`src/rtl/mlab_delay_bist.sv`:
```
// mlab_delay_bist: drives a counting pattern into an mlab_delay line and checks
// that din - dout stays equal to LATENCY once parity warm-up has cleared.
module mlab_delay_bist #(
   parameter int WORDS         = 46,
   parameter int BITS_PER_WORD = 9,
   parameter int LATENCY       = 10,
   parameter int CHECK_CYCLES  = 10000,
   parameter int WARMUP_MAX    = 1024,
   parameter bit ENA_RANDOM    = 1'b1
) (
   input  logic                             clk,
   input  logic                             sclr,
   input  logic                             start,
   output logic [WORDS*BITS_PER_WORD-1:0]   din,
   output logic                             ena,
   input  logic [WORDS*BITS_PER_WORD-1:0]   dout,
   input  logic                             parity_error,
   output logic                             busy,
   output logic                             done,
   output logic                             pass,
   output logic                             timeout,
   output logic [15:0]                      err_count,
   output logic [WORDS*BITS_PER_WORD-1:0]   first_delta
);
   localparam int W   = WORDS*BITS_PER_WORD;
   localparam int WCW = $clog2(WARMUP_MAX+1);
   localparam int ECW = $clog2(LATENCY+2);
   localparam int CCW = $clog2(CHECK_CYCLES+1);

   typedef enum logic [1:0] {IDLE, WARMUP, CHECK, DONE} state_t;
   state_t state, state_nx;

   logic [15:0]    lfsr;
   logic [WCW-1:0] wu_clk;
   logic [ECW-1:0] wu_ena;
   logic [CCW-1:0] chk_cnt;
   logic [W-1:0]   delta_q;
   logic           pe_q;
   logic           run, launch, warm_ok, warm_to, chk_last, err;

   always_comb begin
      run      = state == WARMUP || state == CHECK;
      launch   = start && !run;
      warm_ok  = !parity_error && wu_ena >= ECW'(LATENCY+1);
      warm_to  = wu_clk == WCW'(WARMUP_MAX-1);
      chk_last = chk_cnt == CCW'(CHECK_CYCLES-1);
      err      = pe_q || delta_q != W'(LATENCY);
      ena      = run && (!ENA_RANDOM || lfsr[0]);
      busy     = run;
      done     = state == DONE;
      state_nx = launch ? WARMUP
               : state == WARMUP ? (warm_ok ? CHECK : warm_to ? DONE : WARMUP)
               : (state == CHECK && chk_last) ? DONE : state;
   end

   always_ff @(posedge clk) begin
      if (sclr) begin
         state       <= IDLE;
         din         <= '0;
         lfsr        <= 16'hACE1;
         wu_clk      <= '0;
         wu_ena      <= '0;
         chk_cnt     <= '0;
         delta_q     <= '0;
         pe_q        <= 1'b0;
         err_count   <= '0;
         first_delta <= '0;
         timeout     <= 1'b0;
         pass        <= 1'b0;
      end else begin
         state   <= state_nx;
         delta_q <= din - dout;
         pe_q    <= parity_error;
         if (run)
            lfsr <= {lfsr[0] ^ lfsr[2] ^ lfsr[3] ^ lfsr[5], lfsr[15:1]};
         if (launch) begin
            din         <= '0;
            wu_clk      <= '0;
            wu_ena      <= '0;
            chk_cnt     <= '0;
            err_count   <= '0;
            first_delta <= '0;
            timeout     <= 1'b0;
            pass        <= 1'b0;
         end else begin
            if (ena)
               din <= din + W'(1);
            if (state == WARMUP) begin
               wu_clk <= wu_clk + WCW'(1);
               if (ena && wu_ena != ECW'(LATENCY+1))
                  wu_ena <= wu_ena + ECW'(1);
               if (!warm_ok && warm_to)
                  timeout <= 1'b1;
            end
            // the final compare still counts toward pass, hence !err alongside err_count
            if (state == CHECK) begin
               chk_cnt <= chk_cnt + CCW'(1);
               if (err && err_count != 16'hFFFF)
                  err_count <= err_count + 16'd1;
               if (err && err_count == 16'd0)
                  first_delta <= delta_q;
               if (chk_last)
                  pass <= err_count == 16'd0 && !err;
            end
         end
      end
   end
endmodule

```
`config.mk`:
```
export PLATFORM = sky130hd
export DESIGN_NAME = mlab_delay_bist
export DESIGN_NICKNAME = d
export VERILOG_FILES = /design/src/rtl/mlab_delay_bist.sv
export SDC_FILE = /design/constraint.sdc
export NUM_CORES = 2
export LEC_CHECK = 0
export CAP_MARGIN = 25
export CORE_MARGIN = 2
export CORE_UTILIZATION = 35
export CTS_CLUSTER_SIZE = 14
export DETAILED_ROUTE_END_ITERATION = 10
export HOLD_SLACK_MARGIN = 0.02
export PLACE_DENSITY = 0.62
export SYNTH_ARGS = -nofsm -noshare
export SYNTH_HDL_FRONTEND = slang
export SYNTH_SLANG_ARGS = --single-unit
```
`constraint.sdc`:
```
create_clock -name clk -period 4 [get_ports clk]
set_clock_uncertainty 0.1 [all_clocks]
set_input_delay 0.4 -clock clk [delete_from_list [all_inputs] [get_ports clk]]
set_output_delay 0.4 -clock clk [all_outputs]
set_load 0.01 [all_outputs]
```
==> metrics.md <==
| Metric | Value |
|---|---|
| Crit path max fanout | `3` |
| I/O Pins | `1267` |
| Vias in the first global route | `~110k` |
| Slowest cell on crit path | `o41a_1` |
| Final period utilization | `124%` |
| CP Capture Type | `flop` |
| Max clock buf depth | `3` |
| EDFF count, synth | `0` |
| Chip width | `494 µm` |
| Final worst path period need | `4.95 ns` |
| Fillers | `about 23000` |
| Worst-Skew Late Latency | `0.88 ns` |
| DR vias/cell | `approximately 5.6` |
| Core area | `238000 µm²` |
| Avg Inst Size Synth | `between 7 and 8 µm²` |
| Largest net degree at the start of global routing | `178` |
| Buffers on Ports | `1266` |
| R2R depth | `19` |
| Unique cell type count in the Yosys netlist | `approximately 110` |
| Power Density | `239 nW/µm²` |
| GPL Wtd Cong | `1.12` |
| CTS Root Cell | `clkbuf_16` |
| Crit start category | `flop` |
| Routed wire length | `527 mm` |
| Worst Hold Path Cells | `2` |
| Status | `finished, violations left` |
| Hold path start | `parity_error` |
| Hold Crit Class | `input port to flop` |
| Count leader, synth | `nand2_1` |
| Setup violators final | `834` |
| Utilization after layout | `59.2%` |
| Initial DRC Count | `13300` |
| Least-Margin Pin Slew | `1.19 ns` |
| Initial Util | `between 30% and 40%` |
| Fmax | `202 MHz` |
| Overflow after GRT | `0` |
| FF-to-FF Start | `din[12]` |
| Post-Syn Nets | `about 13000` |
| Reg2Reg Capture Point | `delta_q[399]` |
| Routed length per placed instance | `roughly 26 µm` |
| Critical path class | `flop to flop` |
| Hold Crit Endpoint | `pe_q` |
| DRC Markers | `0` |
| Clk sinks | `around 1300` |
| Synth Register Bits | `1308` |
| CTS buffer count | `155` |
| Crit-path cells | `ha_4, buf_6, nand4_1, buf_4, a2111oi_4, o21ai_2, a211o_4, a2111o_1, a2111oi_4, a211oi_2, o41a_1, o21a_4, o31ai_4, buf_6, a21oi_4, o31ai_4, a41oi_2, xnor2_1, nor2_1` |
| Vias | `between 100k and 150k` |
| Antenna violations before repair | `18` |
| Slew margin rel. | `20.6%` |
| Commonest cells post-synth | `nand2_1 (1790), nor2_1 (1562), a21oi_1 (1377)` |
| Yosys top cell by area | `dfxtp_1` |
| Flop2flop setup slack | `-0.95 ns` |
| Arr. time, crit path | `5.55 ns` |
| Max cap viols | `0` |
| Post-Syn Area | `84000 µm²` |
| WP data required | `4.59 ns` |
| Post-synth ARST share | `0%` |
| Routed Antenna Nets | `0` |
| YS warnings | `0` |
| Drt pass-1 iters | `6` |
| Post-synthesis sequential area ratio | `a little under a third` |
| Top post-synthesis cells by area | `dfxtp_1 (31%), a21oi_1 (8.2%), nand2_1 (8.0%)` |
| Nets | `~17000` |
| Max Transition Viols Final | `0` |
| Final Hold Viols | `0` |
| First-pass GRT wire length | `approximately 730 mm` |
| Final setup margin | `-0.955 ns` |
| DP HPWL | `between 400 and 500 mm` |
| Layout area overhead | `68.0%` |
| RSZ-0062 raised after global routing | `yes` |
| Post-Synthesis Cells | `11800` |
| Failing checks | `negative setup slack` |
| Die Area | `244000 µm²` |
| CTS tree | `yes` |
| Clock transition at path regs | `0.06 ns` |
| Top cell type's share of synthesized area | `31.2%` |
| Worst VDD drop | `0.351 mV` |
| Die Y | `around 500 µm` |
| Synth Flop Type | `dfxtp_1` |
| # H-tree levels | `4` |
| GRT Total Usage | `41.2%` |
| Crit-path max cell delay | `approximately 0.46 ns` |
| Leak Pwr | `around 60 nW` |
| Core Rows | `roughly 180` |
| Final hold slack | `0.106 ns` |
| Layout cell share with drive strength beyond 1 | `a little over 30%` |
-- how the worst max path moves through the flow --
stage / slack (ns) / start / endpoint
2_1_floorplan: -0.13 / dout[16] / delta_q[399]
3_3_place_gp: -2.52 / dout[88] / delta_q[409]
3_5_place_dp: -2.52 / dout[88] / delta_q[409]
4_1_cts: -0.91 / din[6] / delta_q[351]
5_1_grt: -1.09 / din[12] / delta_q[399]
6_report: -0.95 / din[12] / delta_q[399]
-- state kept, by name, indices dropped and copies added (netlist names) --
| name | cells |
|---|---|
| wu_ena | 4 |
| pe_q | 1 |
| timeout | 1 |
| wu_clk | 11 |
| err_count | 16 |
| lfsr | 16 |
| first_delta | 414 |
| delta_q | 414 |
| din | 414 |
| chk_cnt | 14 |
| state | 2 |
| pass | 1 |
-- cells by family after synthesis --
kind of cell               share of synthesized area (%)
xor gates and xnor gates                            8.35
adders and majority gates                           6.31
DFF                                                 31.2
and+or+nand+nor                                     28.9
muxes                                              0.168
AOI/OAI and AO/OA                                   20.0
buffers and inverters                               5.10
-- final cells by class --
type	count	area, µm²	share of cell area, %
Inverter	602	2270	1.61
Clock buffer	213	4430	3.14
Tap cell	3167	3960	2.81
Clock inverter	64	1020	0.724
Sequential cell	1308	26300	18.6
Multi-Input combinational cell	9380	59500	42.2
Timing Repair Buffer	5169	43600	30.9
Antenna cell	7	17.5	0.0124
-- report_power, final --
part	total [mW]	leakage, nW	internal [mW]	switching [mW]
Sequential	13.7	10.7	13.4	0.328
Combinational	4.72	46.2	1.99	2.73
Clock	15.3	2.65	8.83	6.46
Total	33.7	59.5	24.2	9.52
-- worst max-delay path: cells and delay by family, from the launching register on --
kind | cells | cell delay [ns]
AO/OA/AOI/OAI | 12 | 3.22
buffers and inverters | 3 | 0.42
flip-flops | 1 | 0.36
adder cells (fa/ha/maj) | 1 | 0.27
XOR/XNOR | 1 | 0.22
AND/OR/NAND/NOR | 2 | 0.17
-- routing by layer --
layer  global-route usage [%]  up-vias  share of wire [%]
met5                        0        -             0.0082
met4                     28.2        6                8.2
met3                     9.60     1423                9.9
met2                     62.4     6130                 42
met1                     51.7    52700                 40
li1                         -    50800                  -
-- repair_timing --
action                                 4_1_cts  5_1_grt
pin swaps                                  432      223
resized for setup                         1137      204
setup endpoints to repair                  854      882
endpoints found under the hold margin       87        0
hold buffers                                 1        0
setup buffers                              216       98
-- per-stage QoR --
step                area, µm²  setup slack [ns]  TNS (ns)  std cells  power, mW
floorplan               84500            -0.134    -0.314      11800       15.7
global placement       128000             -2.52   -464.21      19400       18.4
detailed placement     128000             -2.52   -476.47      19400       18.4
CTS                    140000            -0.910   -154.75      19800       33.6
global route           141000             -1.09   -343.20      19900       34.5
finish                 141000            -0.955   -230.11      19900       33.7
-- cells in the final DEF, fill, tap and decap left out, types with 60 or more instances in the layout --
cell type and instances:
nand3_1 328, o21ai_0 545, nor4_1 178, buf_12 66, o21bai_1 155, clkdlybuf4s50_1 1265, nor2_1 1521, a21o_1 210
ha_1 354, nor3_1 230, xor2_1 394, o21a_1 84, o21ai_1 60, and3_1 103, or3_1 97, nand4_1 467
nand2_1 1748, xnor2_1 314, dfxtp_1 1264, buf_6 204, a21oi_2 90, clkbuf_16 157, a21oi_1 1250, inv_1 593
buf_4 3626, ha_4 64
Note: power is estimated with default switching activity, not from simulation.
